**src/rtl/iob_uart_rx_framer_pkg.sv**
```systemverilog
// Shared codes and types for the UART RX framer: control bytes, error codes, FSM states, FIFO entry.
// Enable payload escaping by defining IOB_UART_FRAMER_ESC_EN.
package iob_uart_rx_framer_pkg;

    localparam logic [7:0] STX      = 8'h02;
    localparam logic [7:0] ETX      = 8'h03;
    localparam logic [7:0] DLE      = 8'h10;
    localparam int         READ_GAP = 2;

    typedef enum logic [1:0] {
        ERR_NONE    = 2'd0,
        ERR_EMPTY   = 2'd1,
        ERR_OVERLEN = 2'd2,
        ERR_RESTART = 2'd3
    } err_code_t;

    typedef enum logic [1:0] {
        ST_IDLE    = 2'd0,
        ST_PAYLOAD = 2'd1,
        ST_DISCARD = 2'd2
    } state_t;

    typedef struct packed {
        logic       last;
        logic [7:0] dat;
    } entry_t;

endpackage

```
**src/rtl/iob_uart_rx_framer_if.sv**
```systemverilog
// Committed payload byte stream: valid/ready with a last-byte flag.
interface iob_uart_rx_framer_if;
    logic       m_valid;
    logic [7:0] m_data;
    logic       m_last;
    logic       m_ready;

    modport master (output m_valid, output m_data, output m_last, input m_ready);
    modport slave  (input m_valid, input m_data, input m_last, output m_ready);
endinterface

```
**src/rtl/iob_uart_framer_fifo.sv**
```systemverilog
// Regfile FIFO with speculative write pointer: commit publishes, rollback discards uncommitted entries.
// Read side is combinational from committed entries only; full stalls the writer, never drops.
module iob_uart_framer_fifo
    import iob_uart_rx_framer_pkg::*;
#(
    parameter int DEPTH_W = 6
) (
    input  logic   clk_i,
    input  logic   rst_i,
    input  logic   wr_en_i,
    input  entry_t wr_dat_i,
    input  logic   commit_i,
    input  logic   rollback_i,
    output logic   full_o,
    output logic   rd_vld_o,
    output entry_t rd_dat_o,
    input  logic   rd_rdy_i
);
    localparam int               DEPTH   = 2 ** DEPTH_W;
    localparam logic [DEPTH_W:0] PTR_ONE = 1;

    logic [DEPTH_W:0] wr_ptr_q, wr_ptr_d;
    logic [DEPTH_W:0] commit_ptr_q, commit_ptr_d;
    logic [DEPTH_W:0] rd_ptr_q, rd_ptr_d;
    entry_t           mem_q [DEPTH];

    // Commit publishes the pointer after this cycle's write, so the closing byte is included.
    always_comb begin
        wr_ptr_d     = wr_ptr_q;
        commit_ptr_d = commit_ptr_q;
        rd_ptr_d     = rd_ptr_q;
        if (rollback_i) begin
            wr_ptr_d = commit_ptr_q;
        end else if (wr_en_i) begin
            wr_ptr_d = wr_ptr_q + PTR_ONE;
        end
        if (commit_i) begin
            commit_ptr_d = wr_ptr_d;
        end
        if (rd_vld_o && rd_rdy_i) begin
            rd_ptr_d = rd_ptr_q + PTR_ONE;
        end
    end

    assign full_o   = (wr_ptr_q[DEPTH_W] != rd_ptr_q[DEPTH_W]) &&
                      (wr_ptr_q[DEPTH_W-1:0] == rd_ptr_q[DEPTH_W-1:0]);
    assign rd_vld_o = (rd_ptr_q != commit_ptr_q);
    assign rd_dat_o = rd_vld_o ? mem_q[rd_ptr_q[DEPTH_W-1:0]] : '0;

    always_ff @(posedge clk_i) begin
        if (rst_i) begin
            wr_ptr_q     <= '0;
            commit_ptr_q <= '0;
            rd_ptr_q     <= '0;
        end else begin
            wr_ptr_q     <= wr_ptr_d;
            commit_ptr_q <= commit_ptr_d;
            rd_ptr_q     <= rd_ptr_d;
        end
    end

    always_ff @(posedge clk_i) begin
        if (wr_en_i) begin
            mem_q[wr_ptr_q[DEPTH_W-1:0]] <= wr_dat_i;
        end
    end

endmodule

```
**src/rtl/iob_uart_rx_framer.sv**
```systemverilog
// STX..ETX frame extractor after uart_core RX; status pulses one cycle after the read, commit-only output stream.
// Reads stall on full FIFO; IOB_UART_FRAMER_ESC_EN enables DLE escaping inside payload.
module iob_uart_rx_framer
    import iob_uart_rx_framer_pkg::*;
#(
    parameter  int MAX_LEN = 64,
    parameter  int DEPTH_W = 6,
    localparam int LEN_W   = $clog2(MAX_LEN + 1)
) (
    input  logic                 clk_i,
    input  logic                 rst_i,
    input  logic                 en_i,
    input  logic                 rx_ready_i,
    input  logic [7:0]           rx_data_i,
    output logic                 rx_rd_o,
    iob_uart_rx_framer_if.master m,
    output logic                 frame_done_o,
    output logic [LEN_W-1:0]     frame_len_o,
    output logic                 err_o,
    output logic [1:0]           err_code_o
);
    localparam logic [LEN_W-1:0] LEN_MAX    = LEN_W'(MAX_LEN);
    localparam logic [LEN_W-1:0] LEN_ONE    = 1;
    localparam logic [1:0]       GAP_RELOAD = 2'(READ_GAP);

    state_t           state_q, state_d;
    logic [LEN_W-1:0] len_q, len_d;
    logic [7:0]       hold_q, hold_d;
    logic [1:0]       gap_q, gap_d;
    logic             frame_done_q, frame_done_d;
    logic [LEN_W-1:0] frame_len_q, frame_len_d;
    logic             err_q, err_d;
    err_code_t        err_code_q, err_code_d;
    logic             lit;

    logic   fifo_wr, fifo_commit, fifo_rollback, fifo_full, fifo_rvld;
    entry_t fifo_wdat, fifo_rdat;

`ifdef IOB_UART_FRAMER_ESC_EN
    logic esc_q, esc_d;
    assign lit = esc_q;
`else
    assign lit = 1'b0;
`endif

    assign rx_rd_o = ~rst_i & en_i & rx_ready_i & (gap_q == 2'd0) & ~fifo_full;

    // The newest payload byte waits in hold_q so it can be written with last=1 once ETX arrives.
    always_comb begin
        state_d       = state_q;
        len_d         = len_q;
        hold_d        = hold_q;
        gap_d         = (gap_q != 2'd0) ? gap_q - 2'd1 : gap_q;
        frame_done_d  = 1'b0;
        frame_len_d   = frame_len_q;
        err_d         = 1'b0;
        err_code_d    = err_code_q;
        fifo_wr       = 1'b0;
        fifo_wdat     = '0;
        fifo_commit   = 1'b0;
        fifo_rollback = 1'b0;
`ifdef IOB_UART_FRAMER_ESC_EN
        esc_d         = esc_q;
`endif
        if (rx_rd_o) begin
            gap_d = GAP_RELOAD;
            case (state_q)
                ST_IDLE: begin
                    if (rx_data_i == STX) begin
                        state_d = ST_PAYLOAD;
                        len_d   = '0;
                    end
                end
                ST_PAYLOAD: begin
`ifdef IOB_UART_FRAMER_ESC_EN
                    esc_d = 1'b0;
`endif
                    if (!lit && rx_data_i == ETX) begin
                        if (len_q == '0) begin
                            err_d      = 1'b1;
                            err_code_d = ERR_EMPTY;
                        end else begin
                            fifo_wr      = 1'b1;
                            fifo_wdat    = {1'b1, hold_q};
                            fifo_commit  = 1'b1;
                            frame_done_d = 1'b1;
                            frame_len_d  = len_q;
                        end
                        len_d   = '0;
                        state_d = ST_IDLE;
                    end else if (!lit && rx_data_i == STX) begin
                        err_d         = 1'b1;
                        err_code_d    = ERR_RESTART;
                        fifo_rollback = 1'b1;
                        len_d         = '0;
                    end
`ifdef IOB_UART_FRAMER_ESC_EN
                    else if (!lit && rx_data_i == DLE) begin
                        esc_d = 1'b1;
                    end
`endif
                    else if (len_q == LEN_MAX) begin
                        err_d         = 1'b1;
                        err_code_d    = ERR_OVERLEN;
                        fifo_rollback = 1'b1;
                        len_d         = '0;
                        state_d       = ST_DISCARD;
                    end else begin
                        if (len_q != '0) begin
                            fifo_wr   = 1'b1;
                            fifo_wdat = {1'b0, hold_q};
                        end
                        hold_d = rx_data_i;
                        len_d  = len_q + LEN_ONE;
                    end
                end
                ST_DISCARD: begin
                    if (rx_data_i == ETX) begin
                        state_d = ST_IDLE;
                    end else if (rx_data_i == STX) begin
                        state_d = ST_PAYLOAD;
                        len_d   = '0;
                    end
                end
                default: state_d = ST_IDLE;
            endcase
        end
    end

    always_ff @(posedge clk_i) begin
        if (rst_i) begin
            state_q      <= ST_IDLE;
            len_q        <= '0;
            hold_q       <= '0;
            gap_q        <= '0;
            frame_done_q <= 1'b0;
            frame_len_q  <= '0;
            err_q        <= 1'b0;
            err_code_q   <= ERR_NONE;
`ifdef IOB_UART_FRAMER_ESC_EN
            esc_q        <= 1'b0;
`endif
        end else begin
            state_q      <= state_d;
            len_q        <= len_d;
            hold_q       <= hold_d;
            gap_q        <= gap_d;
            frame_done_q <= frame_done_d;
            frame_len_q  <= frame_len_d;
            err_q        <= err_d;
            err_code_q   <= err_code_d;
`ifdef IOB_UART_FRAMER_ESC_EN
            esc_q        <= esc_d;
`endif
        end
    end

    iob_uart_framer_fifo #(.DEPTH_W(DEPTH_W)) u_fifo (
        .clk_i      (clk_i),
        .rst_i      (rst_i),
        .wr_en_i    (fifo_wr),
        .wr_dat_i   (fifo_wdat),
        .commit_i   (fifo_commit),
        .rollback_i (fifo_rollback),
        .full_o     (fifo_full),
        .rd_vld_o   (fifo_rvld),
        .rd_dat_o   (fifo_rdat),
        .rd_rdy_i   (m.m_ready)
    );

    assign m.m_valid    = fifo_rvld;
    assign m.m_data     = fifo_rdat.dat;
    assign m.m_last     = fifo_rdat.last;
    assign frame_done_o = frame_done_q;
    assign frame_len_o  = frame_len_q;
    assign err_o        = err_q;
    assign err_code_o   = err_code_q;

endmodule

```
**src/flat_wrapper.sv**
```systemverilog
// flat-port wrapper written by rule: the top's interface ports become plain ports
module iob_uart_rx_framer_flat import iob_uart_rx_framer_pkg::*;
#(
    parameter  int MAX_LEN = 64,
    parameter  int DEPTH_W = 6,
    localparam int LEN_W   = $clog2(MAX_LEN + 1)
)
  (clk_i, rst_i, en_i, rx_ready_i, rx_data_i, rx_rd_o, frame_done_o, frame_len_o, err_o, err_code_o, m_m_valid, m_m_data, m_m_last, m_m_ready);
  iob_uart_rx_framer_if m_i ();
  input  logic clk_i;
  input  logic rst_i;
  input  logic en_i;
  input  logic rx_ready_i;
  input  logic [7:0] rx_data_i;
  output logic rx_rd_o;
  output logic frame_done_o;
  output logic [LEN_W-1:0] frame_len_o;
  output logic err_o;
  output logic [1:0] err_code_o;
  output wire logic [$bits(m_i.m_valid)-1:0] m_m_valid;
  output wire logic [$bits(m_i.m_data)-1:0] m_m_data;
  output wire logic [$bits(m_i.m_last)-1:0] m_m_last;
  input wire logic [$bits(m_i.m_ready)-1:0] m_m_ready;
  assign m_m_valid = m_i.m_valid;
  assign m_m_data = m_i.m_data;
  assign m_m_last = m_i.m_last;
  assign m_i.m_ready = m_m_ready;
  iob_uart_rx_framer #(.MAX_LEN(MAX_LEN), .DEPTH_W(DEPTH_W)) u_core (.clk_i(clk_i), .rst_i(rst_i), .en_i(en_i), .rx_ready_i(rx_ready_i), .rx_data_i(rx_data_i), .rx_rd_o(rx_rd_o), .m(m_i), .frame_done_o(frame_done_o), .frame_len_o(frame_len_o), .err_o(err_o), .err_code_o(err_code_o));
endmodule
```
**config.mk**
```make
export PLATFORM = sky130hd
export DESIGN_NAME = iob_uart_rx_framer_flat
export DESIGN_NICKNAME = d
export VERILOG_FILES = /design/src/rtl/iob_uart_rx_framer_pkg.sv /design/src/rtl/iob_uart_rx_framer_if.sv /design/src/rtl/iob_uart_framer_fifo.sv /design/src/rtl/iob_uart_rx_framer.sv /design/src/flat_wrapper.sv
export SDC_FILE = /design/constraint.sdc
export NUM_CORES = 1
export LEC_CHECK = 0
export ABC_AREA = 1
export CORE_MARGIN = 2
export CORE_UTILIZATION = 50
export DETAILED_ROUTE_END_ITERATION = 8
export GPL_TIMING_DRIVEN = 0
export PLACE_DENSITY = 0.66
export SLEW_MARGIN = 40
export SYNTH_ARGS = -nofsm -noshare
export SYNTH_HDL_FRONTEND = slang
export SYNTH_SLANG_ARGS = --single-unit
```
**constraint.sdc**
```tcl
create_clock -name clk_i -period 4.4 [get_ports clk_i]
set_input_delay 0.88 -clock clk_i [delete_from_list [all_inputs] [get_ports clk_i]]
set_output_delay 0.88 -clock clk_i [all_outputs]
set_load 0.02 [all_outputs]
```
### Word level (Yosys, flattened, before mapping)

Memories as Yosys holds them, arrays and structs flattened. A register that Yosys moved wholly into a read port is not among the register bits.
Cells that the tools add are included.

* register bits after elaboration: 51
* RAM bits: 576
* input bits: 13
* output and inout port bits: 22
* word-level logic and storage cells: 106
* memories kept: 1

* add/subtract/negate cells: 4
* eq/ne operators: 12
* multiplexer cells: 48
* bitwise gates (word level): 12
* reductions and logical operators: 17

Memories
* u_core.u_fifo.mem_q: depth 64, bits a word 9, rd ports 1, clocked after memory_dff 1, wr ports 1, RTL line iob_uart_framer_fifo.sv:25 `entry_t mem_q [DEPTH];`

Operator list (count)
* two-way mux 9 bit: 7
* two-way mux 7 bit: 7
* adder 7 x 1 -> 7 bit, second input constant: 3
* one-hot mux 7 bit (3 select lines): 1
* two-way mux 2 bit: 10
* two-way mux 1 bit: 19
* equality test 8 x 2 -> 1 bit, second input constant: 2
* two-way mux 6 bit: 2
* two-way mux 8 bit: 1
* NOT 1 bit: 8
* AND reduction 4 bit: 2
* equality test 7 bit, second input constant: 1
* logical NOT 7 bit: 1
* != test 7 bit: 1
* nonzero test 7 bit: 1
* equality test 6 bit: 1
* one-hot mux 2 bit (3 select lines): 1
* AND reduction 3 bit: 2
* nonzero test 3 bit: 2
* AND reduction 5 bit: 1
* bitwise AND 1 bit: 4
* logical NOT 2 bit: 2
* != test 2 bit, second input constant: 2
* nonzero test 2 bit: 2
* other kinds (9): 10

### Logic depth before layout (Yosys ltp)

Gate-level depths: netlist of run 1.

* depth after elaboration: 9
* depth in mapped cells: 15
* mapped depth without buffers: 14

### By module

Synthesis of run 1 repeated with hierarchy kept, for this count alone.

* cell total of the unflattened synthesis: 2427
* area, all modules: 26450.4 µm²

By module, submodules not included
* iob_uart_framer_fifo: instances 1, cells an instance 2191, area an instance 24845.1 µm², seq. area each 17837.1 µm²
* iob_uart_rx_framer: instances 1, cells an instance 236, area an instance 1605.3 µm², seq. area each 600.6 µm²

### Least setup slack after synthesis of run 1

OpenSTA, ideal clock, no wires.

* kind: input port to flip-flop
* start: input rx_data_i[5]
* end: memory u_core.u_fifo.mem_q[0][0] (netlist bit), data pin
* library setup time: 0.499 ns
* arrival: 3.420 ns
* data required time: 3.901 ns
* slack: 0.481 ns
* stages on the path: 8
* buffers on the path: 1
* cell sequence: inv_1 -> nand2_1 -> nor2_1 -> nand3_1 -> a21oi_4 -> nand2_2 -> buf_2 -> nor2_1

RTL lines
* start, declared: RTL line flat_wrapper.sv:14 `input logic [7:0] rx_data_i;`
* end, declared: RTL line iob_uart_framer_fifo.sv:25

==> results of run 1 <==
final cells by class:
type                    count  area [um2]  share of cell area (%)
multi-input cells        1568        7210                    23.7
flip-flops and latches    633       18400                    60.7
repair buffers             58         860                    2.83
well taps                 680         851                    2.80
plain buffers             134         696                    2.29
clock inverters            29         220                   0.725
diodes                      1        2.50                 0.00824
clock buffers              86        1810                    5.97
inverters                  74         278                   0.915
per-layer routing:
layer / GRT usage, % / share of wire (%) / vias up
met5: 0 / 0 / -
met4: 13.1 / 4.1 / 0
met3: 7.23 / 11 / 228
met2: 52.4 / 46 / 1163
met1: 44.2 / 39 / 9516
li1: - / - / 8648
cell usage in the layout (no fill, tap or decap), types with 13 or more instances in the layout:
master / count
buf_4: 14
clkbuf_2: 25
inv_1: 60
xor2_1: 13
dfxtp_1: 57
nand2_1: 785
nor2_1: 56
o21ai_0: 33
buf_16: 13
nor2_2: 51
clkbuf_16: 70
clkdlybuf4s50_1: 25
a21oi_1: 82
nand3_1: 460
clkbuf_4: 17
nor2_4: 25
edfxtp_1: 576
clkinv_1: 17
clkbuf_1: 50
buf_2: 30
buf_1: 13
nor3_1: 14
where the power goes:
part | total (uW) | internal, uW | switching, uW
clock network | 5350 | 3030 | 2320
registers | 6470 | 6460 | 3.55
logic | 801 | 206 | 595
registers in the layout (all words and copies together), names as in the netlist, 7 cells and up, named ones only:
name	count
u_core.u_fifo.wr_ptr_q	7
u_core.len_q	7
u_core.u_fifo.commit_ptr_q	7
u_core.frame_len_o	7
u_core.u_fifo.mem_q	576
u_core.hold_q	8
u_core.u_fifo.rd_ptr_q	7
Yosys cell counts, types with 2 or more instances:
library cell	number
buf_4	4
nand3_1	460
edfxtp_1	576
inv_2	11
clkbuf_1	75
nand3_2	4
xor2_1	13
nand2_2	2
o31ai_1	10
inv_1	60
a21oi_1	85
clkinv_1	3
nor2_1	128
dfxtp_1	57
nand2_1	785
buf_2	21
nor4_1	2
buf_1	34
nor3_1	14
o21ai_0	33
o21ai_1	2
o211ai_1	11
ha_1	4
nand4_1	6
nor2_2	3
cells by family (layout without fill, tap and decap cells):
| group | count (synthesis) | in the layout |
|---|---|---|
| AOI/OAI and AO/OA | 144 | 144 |
| xor gates and xnor gates | 14 | 14 |
| adders and majority gates | 4 | 4 |
| buffers and inverters | 208 | 381 |
| DFF | 633 | 633 |
| other | 0 | 1 |
| and+or+nand+nor | 1406 | 1406 |
worst max-delay path by stage:
stage / cells after the start / slack, ns / end / start
after floorplan: 8 / 0.48 / u_core.u_fifo.mem_q[0][0] / rx_data_i[5]
after global placement: 10 / -2.84 / u_core.u_fifo.mem_q[37][3] / rx_data_i[3]
after global routing: 13 / 0.05 / m_m_data[4] / flop
after CTS: 10 / 0.04 / m_m_data[0] / flop
after detailed placement: 8 / -0.06 / u_core.u_fifo.mem_q[31][7] / rst_i
final: 11 / 0.09 / m_m_data[3] / flop
per-stage QoR:
step           total power (uW)  cells  worst slack (ns)  setup TNS [ns]
2_1_floorplan              7030   2409             0.481               0
3_3_place_gp               7350   3123             -2.84        -1311.64
3_5_place_dp               7360   3147           -0.0638           -1.23
4_1_cts                   12600   3262            0.0380               0
5_1_grt                   12900   3262            0.0460               0
6_report                  12600   3263            0.0942               0
worst max-delay path, cell delays in order (launching register included):
cell	delay, ns
dfxtp_1	0.29
clkbuf_1	0.21
inv_2	0.19
clkbuf_2	0.38
clkbuf_4	0.39
nand3_1	0.15
nand2_1	0.14
nand2_1	0.06
nand3_1	0.23
o211ai_1	0.15
a21oi_1	0.25
dlygate4sd2_1	0.37
==> impl_metrics.json, run 1 <==
{
  "outcome": "completed",
  "syn_inst": 2409,
  "grt_pass1_vias": 18700,
  "setup_viol": 0,
  "port_buffers": 34,
  "post-dp-hpwl_um": 59600,
  "drt_iter0_drc": 2862,
  "synthMuxAreaShare_pct": 0,
  "synth_warnings": 0,
  "die_area_mm2": 0.0542,
  "cts-root-buf": "clkbuf_16",
  "worstPathMaxFanout": 10,
  "ys_seq_area_share_pct": 70.5,
  "path_clk_slew_ns": 0.05,
  "worst_slew_pin_slew_ns": 0.948,
  "drc": 0,
  "critPathCaptureType": "output pin",
  "drive_gt1_share_pct": 11.4,
  "synth_top_area_share_pct": 66.1,
  "maxClockFrequency_mhz": 232,
  "clock_latency_ns": 0.63,
  "routedWlPerCell_um": 26.7,
  "overflow": 0,
  "crit_arrival_ns": 3.43,
  "start_kind": "flop",
  "maxCapViolations": 0,
  "core_area_mm2": 0.0515,
  "peakVddDrop_v": 0.000280,
  "num_rows": 83,
  "ctsHoldBuffers": 0,
  "synth-simple-area-share_pct": 22.7,
  "io-pin-count": 35,
  "clock-sinks": 633,
  "htree_levels": 3,
  "clock_path_buffers": 3,
  "post-route-min-period_ns": 4.31,
  "min_to": "u_core.frame_len_o[2]",
  "fin_util_pct": 59.0,
  "place_congestion": 0.963,
  "worstRegToRegCells": 11,
  "antenna_found_initial": 1,
  "rrSetupSlack_ns": 0.88,
  "holdCritStartpoint": "u_core.frame_len_o[2]",
  "period_share_pct": 97.9,
  "criticalPathCategory": "reg2out",
  "slew_headroom_pct": 36.8,
  "maxSlewViolCount": 0,
  "via_per_inst": 5.99,
  "r2r_start": "u_core.len_q[0]",
  "synth_compound_area_share_pct": 3.02,
  "place_area_mm2": 0.0282,
  "nets": 2553,
  "nFillCells": 4284,
  "hold_path_class": "reg2reg",
  "hold_viol_final": 0,
  "leakage_uw": 0.0106,
  "first_pass_iters": 6,
  "synth.avg_cell_area_um2": 10.9,
  "required_ns": 3.52,
  "synth_top_family_by_area": "simple AND/OR/NAND/NOR gates",
  "r2r_end": "u_core.u_fifo.mem_q[37][3]",
  "track_usage_pct": 32.9,
  "vias": 19600,
  "grt_pass1_wl_um": 125000,
  "synthesis.nets": 2426,
  "cts_tree": "done",
  "yosys.area.top_type": "edfxtp_1",
  "synthTopCellsByArea": "edfxtp_1, nand2_1, nand3_1",
  "start_util_pct": 50.8,
  "fin_area_mm2": 0.0304,
  "postRouteAntennaNets": 0,
  "wl_um": 87200,
  "ys_ff_latch": 633,
  "grt_setup_unrepaired": "false",
  "power_density_mw_per_mm2": 415,
  "synthAdderAreaFrac_pct": 0.191,
  "die-width_um": 233,
  "numCtsBuffers": 67,
  "ys_async_sr_fraction_pct": 0,
  "synth-main-ff-cell": "edfxtp_1",
  "fp.dieH_um": 233,
  "synth.distinct_cells": 31,
  "min_path_cells": 2,
  "cts_resized": 95,
  "synth-xor-area-share_pct": 0.469,
  "skew_ns": 0.0291,
  "grt_max_degree": 31,
  "syn-cell-area_mm2": 0.0262,
  "area_growth_pct": 16.1,
  "postCtsSetupBuffers": 0,
  "hold_ws_ns": 0.444,
  "synth_edf_count": 576
}
No activity file was read; power rests on OpenSTA's default activity.
==> inputs of run 2 (changes only) <==
--- a/config.mk
+++ b/config.mk
@@ -8,6 +8,7 @@
 export ABC_AREA = 1
 export CORE_MARGIN = 2
 export CORE_UTILIZATION = 50
+export CTS_CLUSTER_SIZE = 28
 export DETAILED_ROUTE_END_ITERATION = 8
 export GPL_TIMING_DRIVEN = 0
 export PLACE_DENSITY = 0.66
==> results of run 2 <==
No change in the layout: final DEF, timing and power equal those of run 1.
